### config.mk
export PLATFORM = sky130hd
export DESIGN_NAME = decode_pipe_ctrl
export DESIGN_NICKNAME = d
export VERILOG_FILES = /design/src/rtl/decode_pipe_ctrl.sv
export SDC_FILE = /design/constraint.sdc
export NUM_CORES = 1
export LEC_CHECK = 0
export CAP_MARGIN = 20
export CELL_PAD_IN_SITES_DETAIL_PLACEMENT = 2
export CELL_PAD_IN_SITES_GLOBAL_PLACEMENT = 2
export CORE_MARGIN = 5
export CORE_UTILIZATION = 29
export DETAILED_ROUTE_END_ITERATION = 12
export HOLD_SLACK_MARGIN = 0.05
export PLACE_DENSITY_LB_ADDON = 0.25
export SETUP_SLACK_MARGIN = 0.4
export SLEW_MARGIN = 25
export SYNTH_ARGS = -nofsm -noshare
export SYNTH_HDL_FRONTEND = slang
export SYNTH_SLANG_ARGS = --single-unit
### constraint.sdc
create_clock -name clk -period 10.28 [get_ports clk]
set_input_delay 3.084 -clock clk [delete_from_list [all_inputs] [get_ports clk]]
set_output_delay 3.084 -clock clk [all_outputs]
set_load 0.02 [all_outputs]
### src/rtl/decode_pipe_ctrl.sv
// Decode-stage pipeline controller: PC, IF/ID and ID/EX registers, decode forwarding,
// beq compare/target, and saturating stall/flush event counters.
module decode_pipe_ctrl #(
  parameter int                DATA_W   = 32,
  parameter logic [DATA_W-1:0] RESET_PC = '0,
  parameter int                CNT_W    = 16
) (
  input  logic              clk,
  input  logic              rst_n,
  input  logic [31:0]       instr_f,
  output logic [DATA_W-1:0] pc_f,
  input  logic              stall_pc,
  input  logic              stall_d,
  input  logic              flush_d,
  input  logic              flush_e,
  input  logic [1:0]        fad,
  input  logic [1:0]        fbd,
  input  logic [DATA_W-1:0] rd1_d,
  input  logic [DATA_W-1:0] rd2_d,
  input  logic [DATA_W-1:0] alu_out_e,
  input  logic [DATA_W-1:0] read_data_m,
  input  logic [DATA_W-1:0] alu_out_m,
  input  logic              reg_write_d,
  input  logic              mem_to_reg_d,
  input  logic              mem_write_d,
  input  logic              alu_src_d,
  input  logic              reg_dst_d,
  input  logic [2:0]        alu_ctrl_d,
  output logic [31:0]       instr_d,
  output logic [5:0]        opcode_d,
  output logic [4:0]        rs_d,
  output logic [4:0]        rt_d,
  output logic              eq_d,
  output logic              reg_write_e,
  output logic              mem_to_reg_e,
  output logic              mem_write_e,
  output logic              alu_src_e,
  output logic [2:0]        alu_ctrl_e,
  output logic [DATA_W-1:0] src_a_e,
  output logic [DATA_W-1:0] src_b_e,
  output logic [DATA_W-1:0] imm_e,
  output logic [4:0]        rs_e,
  output logic [4:0]        rt_e,
  output logic [4:0]        rd_e,
  output logic [CNT_W-1:0]  stall_cnt,
  output logic [CNT_W-1:0]  flush_cnt
);

  localparam logic [5:0] OP_BEQ = 6'b000100;

  logic [DATA_W-1:0] pc_plus4_d;
  logic [DATA_W-1:0] pc_plus4_f;
  logic [DATA_W-1:0] src_a_d;
  logic [DATA_W-1:0] src_b_d;
  logic [DATA_W-1:0] imm_d;
  logic [DATA_W-1:0] target_d;
  logic              taken_d;
  logic              stall_evt;
  logic              flush_evt;

  function automatic logic [DATA_W-1:0] fwd_mux(
    input logic [1:0]        sel,
    input logic [DATA_W-1:0] rf,
    input logic [DATA_W-1:0] ex_alu,
    input logic [DATA_W-1:0] mem_rd,
    input logic [DATA_W-1:0] mem_alu
  );
    case (sel)
      2'd1:    return ex_alu;
      2'd2:    return mem_rd;
      2'd3:    return mem_alu;
      default: return rf;
    endcase
  endfunction

  assign opcode_d = instr_d[31:26];
  assign rs_d     = instr_d[25:21];
  assign rt_d     = instr_d[20:16];

  assign src_a_d    = fwd_mux(fad, rd1_d, alu_out_e, read_data_m, alu_out_m);
  assign src_b_d    = fwd_mux(fbd, rd2_d, alu_out_e, read_data_m, alu_out_m);
  assign eq_d       = (src_a_d == src_b_d);
  assign imm_d      = {{(DATA_W-16){instr_d[15]}}, instr_d[15:0]};
  assign target_d   = pc_plus4_d + (imm_d << 2);
  assign pc_plus4_f = pc_f + DATA_W'(4);

  // A stalled decode stage must not redirect: its forwarded operands may still be stale.
  assign taken_d   = (opcode_d == OP_BEQ) & eq_d & ~stall_d;
  assign stall_evt = stall_pc | stall_d;
  assign flush_evt = flush_d | flush_e | taken_d;

  // NOTE: all state below uses non-blocking assignments so every register samples
  // pre-edge values; reset is sampled on the clock edge and outranks every enable.
  always_ff @(posedge clk) begin
    if (!rst_n) begin
      pc_f       <= RESET_PC;
      instr_d    <= '0;
      pc_plus4_d <= '0;
    end else begin
      if (!stall_pc) pc_f <= taken_d ? target_d : pc_plus4_f;
      if (!stall_d) begin
        if (flush_d || taken_d) begin
          instr_d    <= '0;
          pc_plus4_d <= '0;
        end else begin
          instr_d    <= instr_f;
          pc_plus4_d <= pc_plus4_f;
        end
      end
    end
  end

  // ID/EX has no enable: a bubble is inserted only via flush_e.
  always_ff @(posedge clk) begin
    if (!rst_n || flush_e) begin
      reg_write_e  <= 1'b0;
      mem_to_reg_e <= 1'b0;
      mem_write_e  <= 1'b0;
      alu_src_e    <= 1'b0;
      alu_ctrl_e   <= '0;
      src_a_e      <= '0;
      src_b_e      <= '0;
      imm_e        <= '0;
      rs_e         <= '0;
      rt_e         <= '0;
      rd_e         <= '0;
    end else begin
      reg_write_e  <= reg_write_d;
      mem_to_reg_e <= mem_to_reg_d;
      mem_write_e  <= mem_write_d;
      alu_src_e    <= alu_src_d;
      alu_ctrl_e   <= alu_ctrl_d;
      src_a_e      <= src_a_d;
      src_b_e      <= src_b_d;
      imm_e        <= imm_d;
      rs_e         <= instr_d[25:21];
      rt_e         <= instr_d[20:16];
      rd_e         <= reg_dst_d ? instr_d[15:11] : instr_d[20:16];
    end
  end

  always_ff @(posedge clk) begin
    if (!rst_n) begin
      stall_cnt <= '0;
      flush_cnt <= '0;
    end else begin
      if (stall_evt && (stall_cnt != '1)) stall_cnt <= stall_cnt + CNT_W'(1);
      if (flush_evt && (flush_cnt != '1)) flush_cnt <= flush_cnt + CNT_W'(1);
    end
  end

endmodule

; Word level (Yosys, flattened, before mapping)
; Cells that the tools add are included.
[totals]
reg_bits = 230
latch_bits = 0
mem_bits_rw = 0
mem_bits_ro = 0
in_bits = 210
output_inout_bits = 231
wordCells = 47
n_memories = 0
[op_classes]
n_addsub = 4
n_mul = 0
div_mod_pow = 0
order_cmp = 0
n_eq_ne = 10
n_shift = 0
n_mux = 6
bitwise = 6
reduce_logical = 5
[ops]
columns = cell, count
row1 = $pmux W32 S3, 2
row2 = $mux W32, 3
row3 = $add A16 B1 Y16 const B, 2
row4 = $add A32 B3 Y32 const B, 1
row5 = $add A32 B32 Y32, 1
row6 = $eq A32 B32 Y1, 1
row7 = $ne A16 B16 Y1 const B, 2
row8 = $eq A2 B2 Y1 const B, 4
row9 = $eq A6 B3 Y1 const B, 1
row10 = $mux W5, 1
row11 = $eq A2 B1 Y1 const B, 2
row12 = $or A1 B1 Y1, 3
row13 = $and A1 B1 Y1, 2
row14 = $logic_and A1 B1 Y1, 2
row15 = $logic_or A1 B1 Y1, 2
row16 = $logic_not A1 Y1, 1
row17 = $not A1 Y1, 1

; Logic depth before layout (Yosys ltp)
[depth]
word_depth = 7
mapped_depth = 13
depth_no_buf = 10

; Least setup slack after synthesis
; Ideal clock, no wire load.
[synth_path]
path_kind = input-to-output
start = input fad[1]
end = output eq_d
t_arrival_ns = 4.990
required_ns = 7.196
path_slack_ns = 2.206
path_stages = 8
cell_sequence = buf_2 buf_6 buf_2 mux4_2 xor2_1 nor4_1 nand4_1 nor2_1
[synth_between]
elab_chain_cells = 3
[synth_lines]
columns = element, line_no
row1 = start: declaration, 16  ; input logic [1:0] fad,
row2 = $eq A2 B2 Y1 or $eq A2 B1 Y1 (tied branches), 68  ; case (sel)
row3 = $pmux W32 S3 (*), 68
row4 = $eq A32 B32 Y1 (*), 82  ; assign eq_d = (src_a_d == src_b_d);
row5 = end: declaration, 33  ; output logic eq_d,
; Every way passes the cells marked *; elsewhere a longest branch is shown, timed or not.

; Worst setup path after layout
; Same ends and word-level chain as after synthesis.

==> metrics.yaml <==
status: "finished clean"
cts_tree: "built"
grt_pass1_wl_mm: 84.4
die_w_um: 217
stdcell_count: 2275
wl_per_cell_um: 25.0
hold_slack_ns: 0.469
antenna_found_initial: 14
synth_area_um2: 12400
whs_endpoint: "pc_plus4_d[1]$_SDFFE_PN0N_"
grt_setup_unrepaired: "no"
synthCells: 1330
cts_buffers: 28
hp-class: "flip-flop to flip-flop"
max_freq_mhz: 104
routabilityCongestion: 0.903
cts_resized: 0
finalCritPeriodShare_pct: 93.3
rows: 75
postCtsSetupBuffers: 0
synth_area_per_cell_um2: 9.30
r2r_start: "instr_d[0]$_SDFFE_PN0N_"
first_global_vias: 13383
start_kind: "input pin"
vias: 11923
clk_path_buf_depth: 3
reg2regPathDepth: 11
arrival_ns: 6.51
clock_latency_ns: 0.57
ys_seq_area_share_pct: 37.2
relSlewSlack_pct: 33.6
synth_cell_types: 65
port_buffers: 440
cap_violations: 0
drive_above_1_share_pct: 8.58
critical_path_buf_inv_count: 3
area_growth_pct: 44.9
synth_edf_count: 0
powerDensity_nw_per_um2: 131
fill_cells: 4521
hold_violations: 0
holdCritStartpoint: "pc_plus4_d[1]$_SDFFE_PN0N_"
ys_ff_latch: 230
ys.warnings.count: 0
ant_nets: 0
nNetsFinal: 1949
cp_top_family: "buffers and inverters"
clock-root-buffer: "clkbuf_16"
ff2ff_setup_slack_ns: 6.47
report.final.slew_viol_count: 0
skew_ns: 0.0144
drc: 0
crit_slowest_cell: "clkdlybuf4s50_1"
ios: 441
grt_max_degree: 98
firstDrtPassIters: 5
r2r_end: "pc_f[26]$_SDFFE_PN0N_"
vias_per_cell: 5.24
irDropWorstVdd_mv: 0.112
critPathKind: "input pin to output port"
coreArea_um2: 42000
path_clk_slew_ns: 0.06
wirelength_mm: 56.9
cp_max_fo: 14
htree_levels: 1
cts_sinks: 230
hold_depth: 2
die_h_um: 217
slowest_delay_ns: 0.72
min_period_ns: 9.59
worst_pin_slew_ns: 0.983
worst_setup_path_end_kind: "output port"
worstPathRequired_ns: 7.20
finalSetupTns_ns: 0
grt_overflow: 0
finalSetupViolCount: 0
place_inst: 2215
synthArstFlopShare_pct: 0
initial_core_util_pct: 29.4
synthFlopType: "dfxtp_1"
dieArea_um2: 46900
drt_iter0_markers: 480
postCtsHoldBufs: 0
p_leak_nw: 6.48
syn-num-nets: 1573
cp_cell_sequence: "buf_2 -> buf_4 -> mux4_2 -> xor2_1 -> nor4_1 -> nand4_1 -> nor2_1 -> clkdlybuf4s50_1"
grt_use_total_pct: 23.2
power.total_w: 0.00234
dpl.hpwl_mm: 43.6
[Yosys cell counts (all sizes together) (2+ instances only)]
master / count / area [µm²]
buf: 57 / 413
nor2: 99 / 372
nor3: 37 / 190
nand2b: 10 / 62.6
nor4: 14 / 87.6
o31ai: 12 / 104
o211ai: 3 / 22.5
o2111ai: 3 / 43.8
inv: 21 / 78.8
o21bai: 8 / 60.1
mux2i: 16 / 160
a211oi: 16 / 120
nand3: 36 / 180
mux4: 64 / 1440
a21oi: 108 / 541
o22ai: 6 / 37.5
o211a: 2 / 20.0
o21ai: 52 / 264
or2: 2 / 12.5
o21a: 2 / 15.0
ha: 32 / 400
a2111oi: 2 / 17.5
a22oi: 10 / 75.1
nand2: 103 / 387
dfxtp: 230 / 4600
nand3b: 37 / 278
nand4b: 3 / 26.3
and2: 103 / 644
and3: 10 / 62.6
a311o: 2 / 20.0
nor2b: 4 / 25.0
and4: 6 / 52.6
a21o: 5 / 37.5
or4: 6 / 45.0
a311oi: 2 / 17.5
a31oi: 10 / 62.6
or3: 15 / 93.8
a31o: 2 / 17.5
xnor2: 33 / 289
clkbuf: 55 / 206
xor2: 62 / 543
nand4: 15 / 93.8
[cell families after synthesis]
family                     after synthesis  synth area share (%)
buffers and inverters                  134                  5.68
AOI/OAI and AO/OA                      257                  12.8
and+or+nand+nor                        501                  21.2
adders and majority gates               33                  3.40
muxes                                   80                  13.0
xor gates and xnor gates                95                  6.73
DFF                                    230                  37.2
[registers in the layout (all words and copies together), names as in the netlist]
name,flops
alu_ctrl_e,3
alu_src_e,1
flush_cnt,16
imm_e,16
instr_d,32
mem_to_reg_e,1
mem_write_e,1
pc_f,32
pc_plus4_d,32
rd_e,5
reg_write_e,1
rs_e,5
rt_e,5
src_a_e,32
src_b_e,32
stall_cnt,16
[through the flow]
step / cell area [µm²] / util (%) / worst slack (ns)
2_1_floorplan: 12400 / - / 2.21
3_5_place_dp: 17000 / 40.4 / 0.628
6_report: 17900 / 42.6 / 0.690
4_1_cts: 17900 / 42.6 / 0.606
3_3_place_gp: 17000 / 40.3 / 0.769
5_1_grt: 17900 / 42.6 / 0.453
[worst max-delay path by stage]
| stage | startpoint | to | slack [ns] | cells after the start |
|---|---|---|---|---|
| global route | fbd[0] | eq_d | 0.45 | 8 |
| finish | fad[1] | eq_d | 0.69 | 8 |
| global placement | fbd[1] | eq_d | 0.77 | 8 |
| floorplan | fad[1] | eq_d | 2.21 | 8 |
| detailed placement | fad[1] | eq_d | 0.63 | 8 |
| CTS | fad[1] | eq_d | 0.61 | 8 |
[worst reg2reg max path: stages, from the launching register on]
cell and delay (ns):
dfxtp_1 0.51, ha_1 0.27, fa_1 0.26, a211oi_1 0.12
o21ai_0 0.40, a221oi_1 0.17, buf_4 0.20, o311ai_0 0.85
a211oi_1 0.19, o31ai_1 0.34, o21ai_0 0.15, a211oi_1 0.28
[power breakdown]
part	total, W	internal, W	switching, W
registers	0.000945	0.000920	0.0000250
logic	0.000401	0.000205	0.000196
clock network	0.000997	0.000571	0.000425
total	0.00234	0.00170	0.000647
[layout by cell type (no fill, tap or decap), types with 3 or more instances in the layout]
| master | n |
|---|---|
| clkdlybuf4s50_1 | 434 |
| dfxtp_1 | 230 |
| a21oi_1 | 108 |
| nand2_1 | 103 |
| and2_1 | 103 |
| nor2_1 | 97 |
| mux4_2 | 64 |
| xor2_1 | 62 |
| o21ai_0 | 51 |
| nand3b_1 | 37 |
| nor3_1 | 36 |
| nand3_1 | 36 |
| xnor2_1 | 33 |
| ha_1 | 32 |
| clkbuf_16 | 28 |
| inv_1 | 19 |
| buf_4 | 17 |
| mux2i_1 | 16 |
| a211oi_1 | 16 |
| nand4_1 | 15 |
| or3_1 | 15 |
| nor4_1 | 14 |
| diode_2 | 12 |
| o31ai_1 | 11 |
| nand2b_1 | 10 |
| a22oi_1 | 10 |
| and3_1 | 10 |
| a31oi_1 | 10 |
| clkinv_2 | 8 |
| o21bai_1 | 8 |
| clkbuf_8 | 7 |
| and4_1 | 6 |
| or4_1 | 6 |
| o22ai_1 | 6 |
| a21o_1 | 5 |
| buf_2 | 5 |
| nor2b_1 | 4 |
| nand4b_1 | 3 |
| o211ai_1 | 3 |
[cell type report]
| type | instances | area [µm²] | share of cell area [%] |
|---|---|---|---|
| Multi-Input combinational cell | 966 | 7080 | 39.5 |
| Sequential cell | 230 | 4600 | 25.7 |
| Timing Repair Buffer | 458 | 4540 | 25.4 |
| Clock buffer | 36 | 801 | 4.47 |
| Tap cell | 539 | 674 | 3.76 |
| Clock inverter | 12 | 105 | 0.586 |
| Inverter | 22 | 83.8 | 0.468 |
| Antenna cell | 12 | 30.0 | 0.168 |
[metal layers]
| layer | vias up | track usage [%] | wire, µm |
|---|---|---|---|
| li1 | 5506 | - | - |
| met1 | 5991 | 25.7 | 22200 |
| met2 | 327 | 41.8 | 28700 |
| met3 | 93 | 7.19 | 3910 |
| met4 | 6 | 8.46 | 2030 |
| met5 | - | 0 | 36 |
(Power assumes the default switching activity.)
==> variant: new RTL, config.mk and constraints unchanged <==
`CNT_W`: 16 -> 12.
--- a/src/rtl/decode_pipe_ctrl.sv
+++ b/src/rtl/decode_pipe_ctrl.sv
@@ -3,7 +3,7 @@
 module decode_pipe_ctrl #(
   parameter int                DATA_W   = 32,
   parameter logic [DATA_W-1:0] RESET_PC = '0,
-  parameter int                CNT_W    = 16
+  parameter int                CNT_W    = 12
 ) (
   input  logic              clk,
   input  logic              rst_n,
Ports: changed (resized flush_cnt and stall_cnt); port bits go from 441 to 433. No check against the original RTL was run, so the function may have changed too.
==> variant against the unedited design <==
Global-route usage grew 0.30 points. Utilization increased by 0.49 points. Sequential cell count shrank 8. Die area is 4.4% lower. Critical path type unchanged. Sequential share of layout area up 0.074 points. Maximum frequency increased by 1.9%. Final area decreased by 3.8%. Clock power barely moved. Setup slack improved by 0.18 ns. Power shrank 1.0%. Non-clock buffer count decreased by 8. Area after synthesis shrank 4.6%. Wire length decreased by 3.7%.
==> variant: results (changes against the unedited design) <==
| Metric | Value |
|---|---|
| R2R setup slack | `6.36 ns (-0.11 ns)` |
| Slowest stage delay, CP | `0.66 ns (-0.06 ns)` |
| Slew margin rel. | `34.54% (+0.90 points)` |
| Seq/Total Area, Yosys | `37.68% (+0.44 points)` |
| CP max FO | `20 (+6)` |
| Wire length after detailed routing | `54750 microns (-3.7%)` |
| Hold path cells | `2 (unchanged)` |
| Reg2reg path depth | `7 (-4)` |
| Dpl cell area | `16310 sq um (-4.0%)` |
| Max VDD drop | `0.1343 mV (+20%)` |
| Post-synth cell types | `74 (+14%)` |
| Pre-CTS WS | `0.8510 ns (+0.2229 ns)` |
| H-tree lvl count | `1 (unchanged)` |
| Pleak | `6.387 nW (-1.4%)` |
| Pre-antenna DRT Iters | `4 (-1)` |
| RR Endpoint | `pc_f[31]$_SDFFE_PN0N_` |
| Worst min path class | `flip-flop to flip-flop` |
| Initial antenna violation count | `8 (-6)` |
| Port Buf Inserts | `432 (-1.8%)` |
| Largest cells by area after synthesis | `dfxtp_1 38%, mux4_2 12%, and2_1 5.4%` |
| End of the worst hold path | `flush_cnt[6]$_SDFFE_PN0P_` |
| Share of layout cells above drive strength 1 | `9.764% (+1.2 points)` |
| Seq cells post-synth | `222 (-3.5%)` |
| Worst EP arrival | `6.32 ns (-0.19 ns)` |
| Iter 0 DRT Violations | `450 (-6.3%)` |
| Nets | `1829 (-6.2%)` |
| Clock skew | `0.02063 ns (+0.006227 ns)` |
| Synth top cells by count | `222 x dfxtp_1, 126 x nor2_1, 102 x and2_1, 65 x a22oi_1, 65 x xnor2_1` |
| Async SR Flop Fraction | `0% (unchanged)` |
| Number of enable flip-flop cells after synthesis | `0 (unchanged)` |
| Outcome | `finished, final reports clean` |
| Syn nets | `1459 (-7.2%)` |
| Synth Warn # | `0 (unchanged)` |
| DP HPWL | `42570 microns (-2.4%)` |
| GRT Total Usage | `23.49% (+0.30 points)` |
| Number of global-route vias before repair | `12.30k (-8.1%)` |
| Reg-to-Reg Start | `instr_d[30]$_SDFFE_PN0N_` |
| Global-route wire length before repair | `80920 microns (-4.2%)` |
| Post-CTS resize count | `0 (unchanged)` |
| Placer congestion estimate | `0.9393 (+4.1%)` |
| Post-DR vias/cell | `5.222 (-0.35%)` |
| Root buffer cell | `clkbuf_16` |
| Hold path start | `flush_cnt[6]$_SDFFE_PN0P_` |
-- variant: where the power goes --
group,internal [mW],switching [mW],leakage (nW)
logic,0.211,0.193,4.12
clock network,0.594,0.407,0.456
registers,0.889,0.0237,1.81
-- variant: area by class of cell --
cell class | count | area, sq um
Clock buffer | 38 | 799.5
Multi-Input combinational cell | 867 | 6698
Sequential cell | 222 | 4444
Fill cell | 4276 | 22750
Antenna cell | 4 | 10.01
Clock inverter | 14 | 131.4
Timing Repair Buffer | 450 | 4447
Inverter | 17 | 65.06
Tap cell | 525 | 656.9
-- variant: worst max path at each step --
stage	slack, ns	endpoint	from
after floorplan	2.26	eq_d	fad[1]
after global routing	0.67	eq_d	fad[0]
after detailed placement	0.85	eq_d	fad[0]
final	0.87	eq_d	fad[0]
after CTS	0.85	eq_d	fad[0]
after global placement	0.89	eq_d	fad[0]
-- variant: per-layer routing --
| layer | global-route usage [%] | vias to the layer above | part of all wire, % |
|---|---|---|---|
| met5 | 0 | - | 0.066 |
| met4 | 5.309 | 6 | 2.3 |
| met3 | 5.691 | 68 | 5.7 |
| met2 | 43.90 | 280 | 53 |
| met1 | 27.03 | 5674 | 39 |
| li1 | - | 5132 | - |
-- variant: logic make-up after synthesis --
kind of cell | after synthesis | share of synthesized area [%]
fa+ha+maj | 33 | 3.564
flops | 222 | 37.67
compound gates | 237 | 13.71
xor+xnor | 92 | 6.831
mux | 83 | 13.84
simple gates | 422 | 18.67
buf+inv | 127 | 5.706
-- variant: stage by stage --
stage / hold slack [ns] / std cells
floorplan: 0.4648 / 1216
global placement: 0.4691 / 2080
detailed placement: 0.4955 / 2081
CTS: 0.5084 / 2133
global route: 0.5292 / 2137
finish: 0.5024 / 2137
-- variant: critical path: cells and delay by family --
family	cells	cell delay, ns
xor+xnor	1	0.21
simple gates	3	0.83
buf+inv	3	1.61
mux	1	0.56
